--- src/rtl/receiver.sv ---
// UART 8N1 receive path: 16x-oversampled start/data/stop recovery feeding the RX FIFO write port.
// Define RX_MAJORITY_EN to make every bit decision a 2-of-3 vote over the last three synchronised samples.
module receiver #(
  parameter int unsigned OS  = 16,
  parameter int unsigned MID = OS / 2 - 1
) (
  input  logic       uart_clk,
  input  logic       rst_n,
  input  logic       uart_rxd,
  input  logic       rf_full,
  output logic       rf_wrreq,
  output logic [7:0] rf_data,
  output logic       frame_err,
  output logic       overrun_err,
  output logic       rx_busy
);

  localparam int unsigned CNT_W  = 8;
  localparam int unsigned DATA_W = 8;
  localparam logic [CNT_W-1:0] START_PT = CNT_W'(MID);
  localparam logic [CNT_W-1:0] STOP_PT  = CNT_W'(MID + OS * 9);

  typedef enum logic [1:0] {
    IDLE  = 2'd0,
    START = 2'd1,
    DATA  = 2'd2,
    STOP  = 2'd3
  } state_e;

  state_e              state_q, state_d;
  logic [CNT_W-1:0]    cnt_q, cnt_d;
  logic [2:0]          bit_q, bit_d;
  logic [DATA_W-1:0]   shift_q, shift_d;
  logic [DATA_W-1:0]   rf_data_q, rf_data_d;
  logic                rf_wrreq_q, rf_wrreq_d;
  logic                frame_err_q, frame_err_d;
  logic                overrun_err_q, overrun_err_d;
  logic                rx_busy_q, rx_busy_d;
  logic                rxd_meta_q, rxd_s_q, rxd_h1_q;
  logic                bit_val_c;
  logic [CNT_W-1:0]    data_pt_c;

  // Two-FF synchroniser plus one-cycle history; all reset high so the line looks idle.
`ifdef RX_MAJORITY_EN
  logic rxd_h2_q;

  always_ff @(posedge uart_clk or negedge rst_n) begin
    if (!rst_n) rxd_h2_q <= 1'b1;
    else        rxd_h2_q <= rxd_h1_q;
  end

  assign bit_val_c = (rxd_s_q & rxd_h1_q) | (rxd_s_q & rxd_h2_q) | (rxd_h1_q & rxd_h2_q);
`else
  assign bit_val_c = rxd_s_q;
`endif

  always_ff @(posedge uart_clk or negedge rst_n) begin
    if (!rst_n) begin
      rxd_meta_q <= 1'b1;
      rxd_s_q    <= 1'b1;
      rxd_h1_q   <= 1'b1;
    end else begin
      rxd_meta_q <= uart_rxd;
      rxd_s_q    <= rxd_meta_q;
      rxd_h1_q   <= rxd_s_q;
    end
  end

  assign data_pt_c = CNT_W'(MID + OS * (32'(bit_q) + 32'd1));

  always_ff @(posedge uart_clk or negedge rst_n) begin
    if (!rst_n) begin
      state_q       <= IDLE;
      cnt_q         <= '0;
      bit_q         <= '0;
      shift_q       <= '0;
      rf_data_q     <= '0;
      rf_wrreq_q    <= 1'b0;
      frame_err_q   <= 1'b0;
      overrun_err_q <= 1'b0;
      rx_busy_q     <= 1'b0;
    end else begin
      state_q       <= state_d;
      cnt_q         <= cnt_d;
      bit_q         <= bit_d;
      shift_q       <= shift_d;
      rf_data_q     <= rf_data_d;
      rf_wrreq_q    <= rf_wrreq_d;
      frame_err_q   <= frame_err_d;
      overrun_err_q <= overrun_err_d;
      rx_busy_q     <= rx_busy_d;
    end
  end

  // Frame sequencing; cnt runs from the start edge so every sample point is absolute.
  always_comb begin
    state_d       = state_q;
    cnt_d         = cnt_q;
    bit_d         = bit_q;
    shift_d       = shift_q;
    rf_data_d     = rf_data_q;
    rf_wrreq_d    = 1'b0;
    frame_err_d   = 1'b0;
    overrun_err_d = 1'b0;
    rx_busy_d     = rx_busy_q;
    unique case (state_q)
      IDLE: begin
        if (rxd_h1_q && !rxd_s_q) begin
          state_d   = START;
          cnt_d     = '0;
          rx_busy_d = 1'b1;
        end
      end
      START: begin
        cnt_d = cnt_q + CNT_W'(1);
        if (cnt_q == START_PT) begin
          if (bit_val_c) begin
            state_d   = IDLE;
            rx_busy_d = 1'b0;
          end else begin
            state_d = DATA;
            bit_d   = '0;
          end
        end
      end
      DATA: begin
        cnt_d = cnt_q + CNT_W'(1);
        if (cnt_q == data_pt_c) begin
          shift_d = {bit_val_c, shift_q[DATA_W-1:1]};
          bit_d   = bit_q + 3'd1;
          if (bit_q == 3'd7) state_d = STOP;
        end
      end
      STOP: begin
        cnt_d = cnt_q + CNT_W'(1);
        if (cnt_q == STOP_PT) begin
          state_d   = IDLE;
          rx_busy_d = 1'b0;
          if (!bit_val_c) begin
            frame_err_d = 1'b1;
          end else if (rf_full) begin
            overrun_err_d = 1'b1;
          end else begin
            rf_wrreq_d = 1'b1;
            rf_data_d  = shift_q;
          end
        end
      end
      default: state_d = IDLE;
    endcase
  end

  assign rf_wrreq    = rf_wrreq_q;
  assign rf_data     = rf_data_q;
  assign frame_err   = frame_err_q;
  assign overrun_err = overrun_err_q;
  assign rx_busy     = rx_busy_q;

endmodule

--- config.mk ---
export PLATFORM = sky130hd
export DESIGN_NAME = receiver
export DESIGN_NICKNAME = d
export VERILOG_FILES = /design/src/rtl/receiver.sv
export SDC_FILE = /design/constraint.sdc
export NUM_CORES = 1
export LEC_CHECK = 0
export ABC_CLOCK_PERIOD_IN_PS = 3600
export CORE_MARGIN = 4
export CORE_UTILIZATION = 56
export DETAILED_ROUTE_END_ITERATION = 12
export PLACE_DENSITY = 0.78
export SYNTH_ARGS = -nofsm -noshare
export SYNTH_HDL_FRONTEND = slang
export SYNTH_SLANG_ARGS = --single-unit
export TNS_END_PERCENT = 10
--- constraint.sdc ---
create_clock -name uart_clk -period 3.6 [get_ports uart_clk]
set_input_delay 0.54 -clock uart_clk [delete_from_list [all_inputs] [get_ports uart_clk]]
set_output_delay 0.54 -clock uart_clk [all_outputs]
set_load 0.01 [all_outputs]
==> flow_summary_export.csv, run 1 <==
group,metric,value,unit
placement,dp_hpwl,2.04,mm
synth,ys.flop_type,"dfrtp_1",
global_routing,use_met2,27.2,%
global_routing,grt_busiest_layer,"met2",
synth,yosys.area.top_type_share,50.7,%
synth,ys_seq_elements,36,
sta,fin_setup_tns,0,ns
final_layout,areaGrowthSynthToFinish,14.4,%
detailed_routing,first_pass_iters,4,
die,dieWidth,61.9,µm
placement,dp_cells,179,
cts,holdBufCountCts,0,
outcome,outcome,"finished, final reports clean",
sta,period_share,58.6,%
placement,io_buffer_count,15,
global_routing,antenna_found_initial,0,
final_layout,final_area,1860,µm²
worst_setup_path,crit_type,"reg2reg",
synth,synth_area_leaders,"dfrtp_1, mux2_2, dfstp_2",
detailed_routing,drtIter0Drc,18,
synth,synth_fp_nets,144,
worst_setup_path,cpPeakStageDelay,0.45,ns
synth,syn_area,1630,µm²
power_and_ir_drop,irDropWorstVdd,0.443,mV
sta,worst_pin_slew,0.604,ns
die,placementRows,19,
cts,root_buffer,"clkbuf_4",
global_routing,grt.met3_usage,4.75,%
sta,setup_viol,0,
cts,cts_resized,0,
worst_setup_path,critPathLaunchType,"register",
power_and_ir_drop,finalPower,967,µW
synth,synth.distinct_cells,35,
worst_setup_path,rr_startpoint,"bit_q[0]",
detailed_routing,postRouteAntennaNets,0,
die,pin_count,16,
global_routing,first_global_vias,1088,
detailed_routing,wire_per_inst,15.1,µm
worst_setup_path,path_max_fanout,10,
sta,fin_crit,2.11,ns
sta,clock_skew,0.0125,ns
cts,clk-insertion-delay-late,0.34,ns
detailed_routing,wl,2.82,mm
die,dieArea,3840,µm²
cts,post_cts.repair.setup_buffers,0,
worst_setup_path,critical-path-slowest-cell,"dfrtp_1",
final_layout,layout-drive-gt1-share,21.2,%
detailed_routing,drc,0,
sta,hold_ws,0.374,ns
worst_setup_path,cp_data_arrival_time,2.34,ns
sta,timing.final.hold_violations,0,
power_and_ir_drop,power_per_cell_area,519,nW/µm²
detailed_routing,drt-vias-per-instance,5.91,
synth,ys_warn_count,0,
die,die_y,61.9,µm
cts,clk_pin_slew,0.10,ns
cts,cts_buffers,5,
sta,timing.fmax,474,MHz
min_path,hp-class,"reg2reg",
cts,cts_tree,"done",
placement,gp_congestion,0.925,
worst_setup_path,endpoint_kind,"register",
synth,synthCells,137,
synth,synth-async-reset-ratio,100,%
global_routing,grt_max_degree,37,
global_routing,use_met1,24.0,%
sta,rsz0062_at_grt,"false",
synth,yosys.area.top_type,"dfrtp_1",
final_layout,diodes,0,
die,core,2760,µm²
final_layout,fin_cells,187,
placement,placedInstanceArea,1800,µm²
global_routing,grt_pass1_wl,4.90,mm
worst_setup_path,path_common_cell,"ha_1",
worst_setup_path,startpoint,"bit_q[0]",
flow_run,maxCapViolCount,0,
sta,maxSlewViolCount,0,
worst_setup_path,worstPathRequired,3.83,ns
global_routing,grt_overflow,0,
synth,synth_edf_count,0,
synth,yosysSeqAreaShare,55.5,%
synth,syn_avg_cell_area,11.9,µm²
global_routing,grt_use_total,18.0,%
cts,cts_sinks,36,
power_and_ir_drop,leakagePower,0.000874,µW
cts,h-tree-depth,2,
die,start_util,59.1,%
sta,slew_headroom,59.6,%
cts,clk_path_buf_depth,2,
min_path,holdCritStartpoint,"rxd_meta_q",
final_layout,layout_commonest_cell,"dfrtp_1",
final_layout,finalNetCount,162,
final_layout,final_cell_mix,"dfrtp_1, mux2_2, nand2_1, clkdlybuf4s50_1",
worst_setup_path,crit_chain,"ha_1 -> ha_1 -> xnor2_1 -> nand2_1 -> nand4b_4 -> a21o_1 -> mux2_2",
detailed_routing,routed-via-count,1105,
per-stage QoR:
stage / setup slack, ns / utilization [%]
detailed placement: 1.49 / 65.4
global route: 1.37 / 67.6
finish: 1.49 / 67.6
global placement: 1.58 / 65.4
floorplan: 1.65 / -
CTS: 1.48 / 67.6
cells by family (layout without fill, tap and decap cells):
group / after synthesis / count (layout) / synth area share [%]
multiplexers: 17 / 17 / 11.8
XOR/XNOR: 5 / 5 / 2.69
AND/OR/NAND/NOR: 46 / 46 / 16.8
AO/OA/AOI/OAI: 23 / 23 / 9.06
adder cells (fa/ha/maj): 3 / 3 / 2.30
flip-flops: 36 / 36 / 55.5
buffers and inverters: 7 / 26 / 1.84
worst paths after layout:
check	to	slack (ns)	cells after the start
max	bit_q[0]	1.49	7
min	bit_val_c	0.37	0
max reg2reg	bit_q[0]	1.49	7
min reg2reg	bit_val_c	0.37	0
max in group asynchronous	bit_val_c	2.65	2
min in group asynchronous	cnt_q[5]	0.60	2
flip-flops by register name, summed over array words and instances, names as in the netlist, named ones only:
name	cells
bit_q	3
rf_wrreq	1
state_q	1
shift_q	8
overrun_err	1
rxd_meta_q	1
rxd_h1_q	1
bit_val_c	1
rx_busy	1
rf_data	8
frame_err	1
cnt_q	8
critical path, delay by kind of cell (launching register included):
| family | cells | cell delay, ns |
|---|---|---|
| compound gates | 1 | 0.26 |
| xor+xnor | 1 | 0.14 |
| fa+ha+maj | 2 | 0.52 |
| flops | 1 | 0.45 |
| mux | 1 | 0.26 |
| simple gates | 2 | 0.38 |
per-layer routing:
layer / wire length (µm) / vias up
li1: - / 523
met1: 1320 / 551
met2: 1340 / 25
met3: 115 / 6
met4: 42 / 0
met5: 0 / -
power by group:
part | internal (µW) | switching (µW)
Combinational | 102 | 116
Clock | 92.9 | 130
Sequential | 452 | 74.8
Total | 646 | 321
cell usage after synthesis (3+ instances only):
master   count
xnor2_1      3
dfstp_2      3
mux2_2      17
nor3_1       3
o21ai_0     10
dfrtp_1     33
buf_2        3
nand3_1      4
nor2_1      10
ha_1         3
a22o_1       3
nand2_1     15
layout make-up:
class | count | area (µm²)
Inverter | 2 | 7.51
Clock buffer | 6 | 51.3
Fill cell | 206 | 893
Multi-Input combinational cell | 94 | 694
Tap cell | 31 | 38.8
Clock inverter | 2 | 10.0
Sequential cell | 36 | 905
Timing Repair Buffer | 16 | 158
Note: power is estimated with default switching activity, not from simulation.
==> run 2: changes to the inputs <==
- ABC_CLOCK_PERIOD_IN_PS: 3600 -> 1990
- CORE_UTILIZATION: 56 -> 55
- PLACE_DENSITY: 0.78 -> 0.77
- clock period: 3.6 -> 1.99 ns (I/O delays scaled with it)
==> run 2 against run 1 <==
Die area increased by 1.6%. Sequential power increased by 82%. Clock power increased by 78%. Register-to-register slack got worse by 1.4 ns. Worst hold slack got worse by 0.0062 ns. Maximum frequency increased by 12%. Global-route usage decreased by 0.31 points. Combinational power increased by 110%. Non-clock buffer count increased by 7. First-iteration DRC count increased by 130%. Critical endpoint is now shift_q[3]. Highest routed layer unchanged.
==> flow_summary_export.csv, run 2 (same netlist as run 1, synthesis figures left out) <==
group,metric,value,unit
flow_run,maxCapViolCount,0,
worst_setup_path,rrSetupSlack,0.11,ns
detailed_routing,first_pass_iters,4,
global_routing,grt_overflow,0,
final_layout,finalNetCount,169,
power_and_ir_drop,leakagePower,0.000902,µW
sta,fin_crit,1.88,ns
detailed_routing,postRouteAntennaNets,0,
worst_setup_path,crit_type,"reg2reg",
sta,maxSlewViolCount,0,
cts,cts_buffers,5,
die,pin_count,16,
power_and_ir_drop,p_sw_share,33.0,%
cts,clk-insertion-delay-late,0.32,ns
sta,rsz0062_at_grt,"false",
placement,placedInstanceArea,1860,µm²
detailed_routing,drt-vias-per-instance,5.82,
power_and_ir_drop,seq_power_share,52.6,%
global_routing,antenna_found_initial,0,
global_routing,grt_max_degree,37,
sta,timing.final.hold_violations,0,
final_layout,fill_cells,212,
die,dieWidth,62.4,µm
worst_setup_path,rr_startpoint,"bit_q[0]",
power_and_ir_drop,pwr-share-clk,21.7,%
worst_setup_path,worstPathRequired,2.21,ns
sta,setup_ws,0.113,ns
detailed_routing,drc,0,
final_layout,final_cell_mix,"dfrtp_1, mux2_2, nand2_1, clkdlybuf4s50_1",
cts,clk_path_buf_depth,2,
placement,pre_cts_slack,0.0273,ns
sta,fin_setup_tns,0,ns
die,dieArea,3900,µm²
final_layout,areaGrowthSynthToFinish,20.4,%
power_and_ir_drop,irDropWorstVdd,0.701,mV
placement,io_buffer_count,15,
detailed_routing,wire_per_inst,15.1,µm
outcome,outcome,"finished, final reports clean",
power_and_ir_drop,p_switching,601,µW
sta,slew_headroom,70.7,%
worst_setup_path,path_max_fanout,9,
final_layout,diodes,0,
sta,clock_skew,0.00316,ns
cts,root_buffer,"clkbuf_4",
sta,worst_pin_slew,0.439,ns
placement,dp_hpwl,2.17,mm
die,core,2810,µm²
final_layout,layout_commonest_cell,"dfrtp_1",
sta,timing.fmax,533,MHz
placement,gp_congestion,0.859,
cts,cts_sinks,36,
worst_setup_path,ff2ff_path_depth,7,
placement,dp_cells,185,
sta,period_share,94.3,%
detailed_routing,wl,2.94,mm
worst_setup_path,endpoint_kind,"register",
detailed_routing,routed-via-count,1130,
worst_setup_path,critPathLaunchType,"register",
worst_setup_path,timing.rr.end,"shift_q[3]",
sta,hold_ws,0.367,ns
cts,holdBufCountCts,0,
die,start_util,58.1,%
min_path,hp-class,"in2async",
global_routing,grt_use_total,17.7,%
detailed_routing,drtIter0Drc,41,
power_and_ir_drop,p_int,1220,µW
sta,setup_viol,0,
cts,cts_tree,"done",
final_layout,fin_cells,194,
final_layout,layout-drive-gt1-share,26.4,%
global_routing,grt_pass1_wl,5.50,mm
die,placementRows,19,
final_layout,final_area,1960,µm²
die,die_y,62.4,µm
global_routing,first_global_vias,1191,
cts,h-tree-depth,2,
power_and_ir_drop,power_per_cell_area,929,nW/µm²
power_and_ir_drop,combPwrFrac,25.7,%
cts,clk_pin_slew,0.10,ns
worst_setup_path,cp_data_arrival_time,2.09,ns
-- run 2: layout make-up --
cell class,instances,area (µm²),area share (%)
clock buffer,7,55.1,2.81
tap,31,38.8,1.98
clock inverter,1,7.51,0.383
sequential,36,906,46.2
timing repair buffer,23,223,11.4
inverter,2,7.51,0.383
multi-input combinational,94,724,36.9
-- run 2: how the worst max path moves through the flow --
stage	endpoint	from	slack [ns]
floorplan	bit_q[0]	bit_q[0]	0.04
global placement	rf_data[5]	cnt_q[0]	0.12
detailed placement	bit_q[0]	bit_q[1]	0.03
CTS	shift_q[3]	bit_q[1]	0.03
global route	shift_q[3]	bit_q[0]	0.02
finish	shift_q[3]	bit_q[0]	0.11
-- run 2: what timing repair did --
item | in CTS | in global routing
pin swaps | 0 | 5
setup buffers | 0 | 1
gates resized for setup | 1 | 4
endpoints found under the setup margin | 2 | 18
-- run 2: power groups by stage --
stage               Clock [µW]  Combinational [µW]  Sequential (µW)
floorplan                    0                 365              893
global placement             0                 418              946
detailed placement           0                 452              952
CTS                        417                 453              941
global route               457                 538              978
finish                     396                 468              958
-- run 2: worst max-delay path, cell delays in order (launching register included) --
cell,delay (ns)
dfrtp_1,0.40
ha_1,0.23
ha_4,0.28
xnor2_1,0.11
nand2_1,0.11
nand4b_4,0.18
buf_4,0.18
mux2_2,0.28
-- run 2: routing by layer --
metal	global-route usage, %	wire length, µm	share of wire, %	vias to the layer above
li1	-	-	-	537
met4	6.34	55	1.9	0
met2	28.4	1370	47	27
met3	5.76	125	4.3	6
met1	22.3	1380	47	560
met5	0	0	0	-
-- run 2: stage by stage --
step	util [%]	power [µW]
final	69.9	1820
after global routing	69.9	1970
after CTS	68.7	1810
after detailed placement	66.3	1400
after global placement	66.3	1360
after floorplan	-	1260
==> run 3: changes to the inputs <==
- CAP_MARGIN: not set -> 15
- PLACE_DENSITY: 0.77 -> 0.8
==> run 3 against run 2 <==
Power barely moved. Clock power increased by 4%. Count of clock-buffer cells in the layout grew 1. Combinational power fell by 2%. Global-route usage decreased by 0.15 points. Largest cell class unchanged. Highest routed layer unchanged.
==> flow_summary_export.csv, run 3 (same netlist as run 1, synthesis figures left out) <==
group,metric,value,unit
flow_run,maxCapViolCount,0,
cts,clk_pin_slew,0.12,ns
worst_setup_path,ff2ff_path_depth,7,
die,placementRows,19,
worst_setup_path,worstPathRequired,2.22,ns
detailed_routing,drc,0,
detailed_routing,wl,2.96,mm
global_routing,grt_use_total,17.5,%
placement,io_buffer_count,15,
sta,hold_ws,0.341,ns
sta,timing.fmax,517,MHz
worst_setup_path,critPathLaunchType,"register",
detailed_routing,routed-via-count,1115,
sta,rsz0062_at_grt,"true",
die,dieWidth,62.4,µm
worst_setup_path,endpoint_kind,"register",
sta,maxSlewViolCount,0,
power_and_ir_drop,leakagePower,0.000903,µW
global_routing,first_global_vias,1195,
detailed_routing,drtIter0Drc,23,
sta,timing.final.hold_violations,0,
global_routing,grt_pass1_wl,5.38,mm
final_layout,finalNetCount,168,
final_layout,final_cell_mix,"dfrtp_1, mux2_2, clkdlybuf4s50_1",
detailed_routing,first_pass_iters,4,
cts,clk_path_buf_depth,2,
min_path,hp-class,"in2async",
die,die_y,62.4,µm
detailed_routing,drt-vias-per-instance,5.78,
cts,cts_sinks,36,
die,pin_count,16,
worst_setup_path,rr_startpoint,"bit_q[0]",
sta,worst_pin_slew,0.430,ns
final_layout,layout-drive-gt1-share,24.7,%
cts,clk-insertion-delay-late,0.34,ns
detailed_routing,postRouteAntennaNets,0,
cts,cts_tree,"done",
sta,clock_skew,0.0162,ns
worst_setup_path,crit_type,"reg2reg",
final_layout,fill_cells,210,
die,core,2810,µm²
die,start_util,58.1,%
cts,cts_buffers,5,
worst_setup_path,timing.rr.end,"bit_q[0]",
worst_setup_path,rrSetupSlack,0.06,ns
power_and_ir_drop,irDropWorstVdd,0.789,mV
power_and_ir_drop,power_per_cell_area,940,nW/µm²
global_routing,grt_overflow,0,
die,dieArea,3900,µm²
placement,gp_congestion,0.802,
global_routing,grt_max_degree,37,
placement,dp_hpwl,2.07,mm
sta,fin_crit,1.93,ns
placement,placedInstanceArea,1850,µm²
sta,period_share,97.2,%
worst_setup_path,cp_data_arrival_time,2.16,ns
sta,slew_headroom,71.3,%
final_layout,final_area,1940,µm²
power_and_ir_drop,finalPower,1820,µW
worst_setup_path,path_max_fanout,3,
sta,setup_viol,0,
outcome,outcome,"finished, final reports clean",
final_layout,diodes,0,
cts,root_buffer,"clkbuf_4",
final_layout,layout_commonest_cell,"dfrtp_1",
final_layout,areaGrowthSynthToFinish,19.0,%
cts,h-tree-depth,2,
detailed_routing,wire_per_inst,15.3,µm
global_routing,antenna_found_initial,0,
run 3: cell count changes in the layout (fill, tap and decap cells not counted):
cell        delta
clkbuf_1       +1
clkinvlp_4     -1
dfrtp_2        -1
dfrtp_1        +1
ha_4           -1
buf_4          -1
nand2_1        -1
ha_1           +1
nand2_2        +1
run 3: worst max-delay path by stage:
stage,startpoint,depth (start not counted),slack (ns),endpoint
CTS,bit_q[1],7,0.02,bit_q[0]
detailed placement,bit_q[1],7,0.03,shift_q[5]
global placement,cnt_q[0],7,0.11,rf_data[5]
floorplan,bit_q[0],7,0.04,bit_q[0]
finish,bit_q[0],7,0.06,bit_q[0]
global route,bit_q[0],7,-0.02,shift_q[6]
run 3: cell type report:
cell class | instances | area [µm²] | area share [%]
clock buffer | 8 | 58.8 | 3.03
multi-input combinational | 94 | 714 | 36.8
tap | 31 | 38.8 | 2.00
timing repair buffer | 22 | 215 | 11.1
inverter | 2 | 7.51 | 0.387
sequential | 36 | 905 | 46.6
run 3: power breakdown:
group / internal (µW) / switching [µW] / total (µW)
clock network: 174 / 236 / 410
registers: 817 / 140 / 957
logic: 221 / 236 / 457
total: 1210 / 611 / 1820
run 3: metal layers:
metal	global-route usage [%]	part of all wire [%]
met3	6.47	5.0
met4	7.99	1.9
met5	0	0
met2	27.6	48
met1	21.4	45
run 3: worst max-delay path, cell delays in order, from the launching register on:
cell      delay (ns)
dfrtp_1         0.39
ha_1            0.20
ha_1            0.30
xnor2_1         0.15
nand2_1         0.11
nand4b_4        0.19
a21o_1          0.22
mux2_2          0.26
run 3: through the flow:
step / setup WS, ns / instances / utilization [%] / TNS (ns)
global route: -0.0176 / 193 / 69.1 / -0.0839
finish: 0.0550 / 193 / 69.1 / 0
global placement: 0.106 / 184 / 66.1 / 0
detailed placement: 0.0265 / 184 / 66.1 / 0
CTS: 0.0180 / 192 / 68.2 / 0
floorplan: 0.0380 / 137 / - / 0
run 3: repair_timing:
item / in CTS / in global routing
resized for setup: 0 / 4
hold buffers: 0 / 0
setup endpoints to repair: 0 / 18
buffers inserted: 0 / 1
